## src/rtl/pll2_pkg.sv

```systemverilog
// pll2 shared constants: default divide ratios, lock interval and legal limits.
// Optional feature macro used by the top: PLL2_GATE_UNTIL_LOCK_EN.
package pll2_pkg;

  localparam int PLL2_DEF_DIV0 = 2;
  localparam int PLL2_DEF_DIV1 = 4;
  localparam int PLL2_DEF_LOCK = 64;

  localparam int PLL2_DIV_MIN  = 2;
  localparam int PLL2_DIV_MAX  = 1024;
  localparam int PLL2_LOCK_MIN = 1;
  localparam int PLL2_LOCK_MAX = 65535;

  function automatic bit pll2_div_ok(input int d);
    return (d >= PLL2_DIV_MIN) && (d <= PLL2_DIV_MAX);
  endfunction

  function automatic bit pll2_lock_ok(input int n);
    return (n >= PLL2_LOCK_MIN) && (n <= PLL2_LOCK_MAX);
  endfunction

endpackage

```

## src/rtl/pll2_odiv.sv

```systemverilog
// pll2 output divider: registered clock high for DIV/2 of every DIV input cycles.
// Held at zero (counter cleared) whenever en is low.
module pll2_odiv
  import pll2_pkg::*;
#(
  parameter int DIV = PLL2_DEF_DIV0
) (
  input  logic clk,
  input  logic rst,
  input  logic en,
  output logic clkout
);

  localparam int W = $clog2(DIV);
  localparam logic [W-1:0] LAST = W'(DIV - 1);
  localparam logic [W-1:0] HALF = W'(DIV / 2);

  if (!pll2_div_ok(DIV)) begin : g_bad_div
    $fatal(1, "pll2_odiv: DIV=%0d outside legal range", DIV);
  end

  logic [W-1:0] cnt_q, cnt_d;
  logic         clk_q, clk_d;

  always_comb begin
    cnt_d = '0;
    clk_d = 1'b0;
    if (en) begin
      cnt_d = (cnt_q == LAST) ? '0 : cnt_q + W'(1);
      clk_d = (cnt_q < HALF);
    end
  end

  always_ff @(posedge clk) begin
    if (rst) begin
      cnt_q <= '0;
      clk_q <= 1'b0;
    end else begin
      cnt_q <= cnt_d;
      clk_q <= clk_d;
    end
  end

  assign clkout = clk_q;

endmodule

```

## src/rtl/pll2.sv

```systemverilog
// pll2: two integer clock dividers plus a sticky lock flag after LOCK_CYCLES edges.
// Define PLL2_GATE_UNTIL_LOCK_EN to hold both outputs low until lock.
module pll2
  import pll2_pkg::*;
#(
  parameter int CLKOUT0_DIV = PLL2_DEF_DIV0,
  parameter int CLKOUT1_DIV = PLL2_DEF_DIV1,
  parameter int LOCK_CYCLES = PLL2_DEF_LOCK
) (
  input  logic clkin1,
  input  logic pll_rst,
  output logic clkout0,
  output logic clkout1,
  output logic pll_lock
);

  if (!pll2_div_ok(CLKOUT0_DIV)) begin : g_bad_div0
    $fatal(1, "pll2: CLKOUT0_DIV=%0d illegal", CLKOUT0_DIV);
  end
  if (!pll2_div_ok(CLKOUT1_DIV)) begin : g_bad_div1
    $fatal(1, "pll2: CLKOUT1_DIV=%0d illegal", CLKOUT1_DIV);
  end
  if (!pll2_lock_ok(LOCK_CYCLES)) begin : g_bad_lock
    $fatal(1, "pll2: LOCK_CYCLES=%0d illegal", LOCK_CYCLES);
  end

  localparam int LW = $clog2(LOCK_CYCLES + 1);
  localparam logic [LW-1:0] LOCK_V = LW'(LOCK_CYCLES);

  logic [LW-1:0] lock_cnt_q, lock_cnt_d;
  logic          lock_q, lock_d;
  logic          div_en;

  // Counter parks at LOCK_V, so the flag can only rise once per release.
  always_comb begin
    lock_cnt_d = (lock_cnt_q == LOCK_V) ? lock_cnt_q
                                        : lock_cnt_q + LW'(1);
    lock_d     = lock_q | (lock_cnt_d == LOCK_V);
  end

  always_ff @(posedge clkin1) begin
    if (pll_rst) begin
      lock_cnt_q <= '0;
      lock_q     <= 1'b0;
    end else begin
      lock_cnt_q <= lock_cnt_d;
      lock_q     <= lock_d;
    end
  end

`ifdef PLL2_GATE_UNTIL_LOCK_EN
  // Dividers start on the same edge that raises the lock flag.
  assign div_en = lock_d;
`else
  assign div_en = 1'b1;
`endif

  pll2_odiv #(.DIV(CLKOUT0_DIV)) u_odiv0 (
    .clk    (clkin1),
    .rst    (pll_rst),
    .en     (div_en),
    .clkout (clkout0)
  );

  pll2_odiv #(.DIV(CLKOUT1_DIV)) u_odiv1 (
    .clk    (clkin1),
    .rst    (pll_rst),
    .en     (div_en),
    .clkout (clkout1)
  );

  assign pll_lock = lock_q;

endmodule

```

## config.mk

```make
export PLATFORM = sky130hd
export DESIGN_NAME = pll2
export DESIGN_NICKNAME = d
export VERILOG_FILES = /design/src/rtl/pll2_pkg.sv /design/src/rtl/pll2_odiv.sv /design/src/rtl/pll2.sv
export SDC_FILE = /design/constraint.sdc
export NUM_CORES = 1
export LEC_CHECK = 0
export BUFFER_PORTS_ARGS = -buffer_cell sky130_fd_sc_hd__buf_2
export CORE_MARGIN = 1.5
export CORE_UTILIZATION = 40
export CTS_BUF_LIST = sky130_fd_sc_hd__clkbuf_2 sky130_fd_sc_hd__clkbuf_4 sky130_fd_sc_hd__clkbuf_8
export DETAILED_ROUTE_END_ITERATION = 6
export HOLD_SLACK_MARGIN = 0.03
export SLEW_MARGIN = 20
export SYNTH_ARGS = -nofsm -noshare
export SYNTH_HDL_FRONTEND = slang
export SYNTH_SLANG_ARGS = --single-unit
```

## constraint.sdc

```tcl
create_clock -name clkin1 -period 1.8 [get_ports clkin1]
set_input_delay 0 -clock clkin1 [delete_from_list [all_inputs] [get_ports clkin1]]
set_output_delay 0 -clock clkin1 [all_outputs]
set_load 0.01 [all_outputs]
```

==> flow_results.xml <==
<?xml version="1.0" encoding="UTF-8"?>
<metrics>
  <group name="yosys">
    <metric name="netlist_top_cells_area" unit="">sky130_fd_sc_hd__dfxtp_1 (44%), sky130_fd_sc_hd__ha_1 (6.3%), sky130_fd_sc_hd__xnor2_1 (5.9%), sky130_fd_sc_hd__nor2_1 (5.7%), sky130_fd_sc_hd__nand4bb_4 (4.7%)</metric>
    <metric name="synth_cell_types" unit="">24</metric>
    <metric name="yosys.area.top_type_share" unit="%">44.0</metric>
    <metric name="synth-async-reset-ratio" unit="%">0</metric>
    <metric name="synth.yosys.seq_area_share" unit="%">44.0</metric>
    <metric name="synthCells" unit="">59</metric>
    <metric name="synth_fp_nets" unit="">64</metric>
    <metric name="synth_top_flop_cell" unit="">sky130_fd_sc_hd__dfxtp_1</metric>
    <metric name="synth_largest_area_cell" unit="">sky130_fd_sc_hd__dfxtp_1</metric>
    <metric name="yosys_warnings" unit="">0</metric>
    <metric name="post-synth-top-count-cell" unit="">sky130_fd_sc_hd__dfxtp_1</metric>
    <metric name="netlist_area" unit="um2">592</metric>
    <metric name="edff_count_synth" unit="">0</metric>
    <metric name="synth.top_cells.by_count" unit="">sky130_fd_sc_hd__dfxtp_1 (13), sky130_fd_sc_hd__nor2_1 (9), sky130_fd_sc_hd__nand3_1 (4), sky130_fd_sc_hd__nor3_1 (4), sky130_fd_sc_hd__xnor2_1 (4)</metric>
    <metric name="synth.avg_cell_area" unit="um2">10.0</metric>
    <metric name="yosys_register_bits" unit="">13</metric>
  </group>
  <group name="timing">
    <metric name="rsz0062_at_grt" unit="">false</metric>
    <metric name="finalSetupViolCount" unit="">0</metric>
    <metric name="timing.fmax" unit="MHz">587</metric>
    <metric name="setup-tns-final" unit="ns">0</metric>
    <metric name="slew_viol_final" unit="">0</metric>
    <metric name="timing.clock.skew" unit="ns">0.00174</metric>
    <metric name="final_min_period" unit="ns">1.70</metric>
    <metric name="slew_at_the_pin_closest_to_its_max_slew_limit" unit="ns">0.353</metric>
    <metric name="max_slew_margin" unit="%">76.4</metric>
    <metric name="final-hold-violation-count" unit="">0</metric>
    <metric name="post-route-period-util" unit="%">94.7</metric>
  </group>
  <group name="routing">
    <metric name="post_dr_vias_cell" unit="">4.98</metric>
    <metric name="drt_iter0_markers" unit="">8</metric>
    <metric name="detail_route.wl_per_cell" unit="um">11.3</metric>
    <metric name="wl" unit="um">990</metric>
    <metric name="firstDrtPassIters" unit="">4</metric>
    <metric name="drc_errors" unit="">0</metric>
    <metric name="vias" unit="">438</metric>
    <metric name="postRouteAntennaNets" unit="">0</metric>
  </group>
  <group name="clock_tree">
    <metric name="cts-root-to-sink-buffers" unit="">2</metric>
    <metric name="ctsHtreeMaxLevel" unit="">1</metric>
    <metric name="tritoncts_clock_tree" unit="">yes</metric>
    <metric name="cts_inserted_buffers" unit="">3</metric>
    <metric name="clkSinkCount" unit="">13</metric>
    <metric name="clk-insertion-delay-late" unit="ns">0.28</metric>
    <metric name="cts.clk_slew.worst_paths" unit="ns">0.07</metric>
    <metric name="root_buffer" unit="">sky130_fd_sc_hd__clkbuf_4</metric>
  </group>
  <group name="setup_path">
    <metric name="critical_path_peak_fanout" unit="">5</metric>
    <metric name="crit_path_end_kind" unit="">flop</metric>
    <metric name="critical_path.startpoint_type" unit="">flop</metric>
    <metric name="critical_path_required" unit="ns">2.01</metric>
    <metric name="worst-setup-path-type" unit="">reg2reg</metric>
    <metric name="worst_ep_arrival_time" unit="ns">1.92</metric>
  </group>
  <group name="floorplanning">
    <metric name="die_height" unit="um">41.5</metric>
    <metric name="ioPinCount" unit="">5</metric>
    <metric name="row_count" unit="">13</metric>
    <metric name="initial_util" unit="%">44.4</metric>
    <metric name="fp.dieArea" unit="mm2">0.00172</metric>
    <metric name="fp.coreArea" unit="mm2">0.00133</metric>
    <metric name="dieWidth" unit="um">41.5</metric>
  </group>
  <group name="global_route">
    <metric name="grt_pass1_wl" unit="um">1720</metric>
    <metric name="grt.overflow.total" unit="">0</metric>
    <metric name="initial_antenna_violation_count" unit="">0</metric>
    <metric name="grt_util_all_layers" unit="%">13.3</metric>
    <metric name="first_global_vias" unit="">407</metric>
    <metric name="grt_start_max_net_pins" unit="">15</metric>
  </group>
  <group name="status">
    <metric name="status" unit="">finished, final reports clean</metric>
  </group>
  <group name="power">
    <metric name="p_per_area" unit="mW/mm2">822</metric>
    <metric name="p_leak" unit="nW">0.283</metric>
    <metric name="design_power_total" unit="W">0.000587</metric>
    <metric name="peakVddDrop" unit="mV">0.473</metric>
  </group>
  <group name="finish">
    <metric name="diodes" unit="">0</metric>
    <metric name="nFillCells" unit="">140</metric>
    <metric name="area_delta_synth_final" unit="%">20.7</metric>
    <metric name="seqCellArea" unit="um2">263</metric>
    <metric name="final_layout_size_suffix_gt1_share" unit="%">28.8</metric>
    <metric name="final_net_count" unit="">79</metric>
    <metric name="multi_input_comb_area" unit="um2">302</metric>
  </group>
  <group name="placed_design">
    <metric name="placement.io_buffers" unit="">4</metric>
    <metric name="globalplace.congestion" unit="">0.773</metric>
    <metric name="hpwl" unit="um">744</metric>
  </group>
  <group name="hold_path">
    <metric name="hold_path_class" unit="">reg2reg</metric>
  </group>
  <group name="job">
    <metric name="drv_cap" unit="">0</metric>
  </group>
</metrics>
[timing repair]
action,4_1_cts,5_1_grt
gates resized for setup,0,4
buffers inserted,0,2
endpoints found under the setup margin,0,1
hold endpoints to repair,2,0
hold buffers,1,0
[placed cells by master (no fill, tap or decap)]
cell	count
sky130_fd_sc_hd__dfxtp_1	11
sky130_fd_sc_hd__nor2_1	9
sky130_fd_sc_hd__buf_4	8
sky130_fd_sc_hd__nand3_1	4
sky130_fd_sc_hd__xnor2_1	4
sky130_fd_sc_hd__nor3_1	4
sky130_fd_sc_hd__clkbuf_4	4
sky130_fd_sc_hd__buf_2	4
sky130_fd_sc_hd__inv_1	3
sky130_fd_sc_hd__xor2_1	3
sky130_fd_sc_hd__ha_1	2
sky130_fd_sc_hd__dfxtp_2	2
sky130_fd_sc_hd__nand4bb_4	1
sky130_fd_sc_hd__nor3_4	1
sky130_fd_sc_hd__mux2i_1	1
sky130_fd_sc_hd__and3_1	1
sky130_fd_sc_hd__nand4_1	1
sky130_fd_sc_hd__nand2b_1	1
sky130_fd_sc_hd__a2111oi_1	1
sky130_fd_sc_hd__a211oi_1	1
sky130_fd_sc_hd__a311oi_1	1
sky130_fd_sc_hd__or4_1	1
sky130_fd_sc_hd__o22ai_1	1
sky130_fd_sc_hd__nor3b_1	1
sky130_fd_sc_hd__nor2b_1	1
sky130_fd_sc_hd__ha_2	1
sky130_fd_sc_hd__dlygate4sd3_1	1
[layer usage]
metal / share of wire, % / track usage (%) / wire [um]
met2: 44 / 18.8 / 436
met5: 0 / 0 / 0
met3: 5.2 / 7.83 / 51
met4: 1.4 / 3.87 / 14
met1: 49 / 17.0 / 487
[cells by family (layout without fill, tap and decap cells)]
logic type                 Yosys count  after routing  synth area share, %
and+or+nand+nor                     25             25                 26.6
DFF                                 13             13                 44.0
xor gates and xnor gates             7              7                 10.4
buffers and inverters                6             20                 5.71
AOI/OAI and AO/OA                    4              4                 5.29
adders and majority gates            3              3                 6.34
muxes                                1              1                 1.69
[worst max-delay path: stages (launching register included)]
cell	delay, ns
sky130_fd_sc_hd__dfxtp_2	0.35
sky130_fd_sc_hd__inv_1	0.08
sky130_fd_sc_hd__ha_2	0.20
sky130_fd_sc_hd__nand4bb_4	0.12
sky130_fd_sc_hd__nor3_4	0.25
sky130_fd_sc_hd__a311oi_1	0.06
sky130_fd_sc_hd__or4_1	0.47
sky130_fd_sc_hd__o22ai_1	0.11
[cell type report]
cell class,instances,share of cell area (%)
sequential,13,36.8
multi-input combinational,40,42.2
timing repair buffer,13,12.6
clock buffer,4,4.20
inverter,3,1.58
tap,15,2.63
[final timing paths]
| path | startpoint | to | slack (ns) | depth (start not counted) |
|---|---|---|---|---|
| worst min-delay path | u_odiv1.cnt_q[1]$_SDFF_PP0_ | u_odiv1.clkout$_SDFF_PP0_ | 0.41 | 1 |
| worst max register to register | lock_cnt_q[0]$_SDFF_PP0_ | pll_lock$_SDFF_PP0_ | 0.1 | 7 |
| worst min register to register | u_odiv1.cnt_q[1]$_SDFF_PP0_ | u_odiv1.clkout$_SDFF_PP0_ | 0.41 | 1 |
| worst max-delay path | lock_cnt_q[0]$_SDFF_PP0_ | pll_lock$_SDFF_PP0_ | 0.1 | 7 |
[report_power, final]
| group | switching, W | internal, W | leakage [nW] |
|---|---|---|---|
| clock network | 0.0000917 | 0.000101 | 0.0184 |
| registers | 0.0000124 | 0.000306 | 0.107 |
| logic | 0.0000367 | 0.0000391 | 0.157 |
[flip-flops by register name, indices dropped and copies added (netlist names)]
register / cells
lock_cnt_q: 7
pll_lock: 1
u_odiv1.cnt_q: 2
u_odiv1.clkout: 1
u_odiv0.cnt_q: 1
u_odiv0.clkout: 1
[through the flow]
stage | worst slack, ns | util, % | cell area (um2) | instances | hold slack (ns)
finish | 0.0954 | 53.6 | 714 | 88 | 0.414
global route | 0.00163 | 53.6 | 714 | 88 | 0.427
detailed placement | 0.0342 | 49.0 | 653 | 81 | 0.319
floorplan | 0.159 | - | 592 | 59 | 0.0716
CTS | 0.0152 | 52.0 | 693 | 86 | 0.418
global placement | 0.0724 | 49.0 | 653 | 81 | 0.318
(Power assumes the default switching activity.)
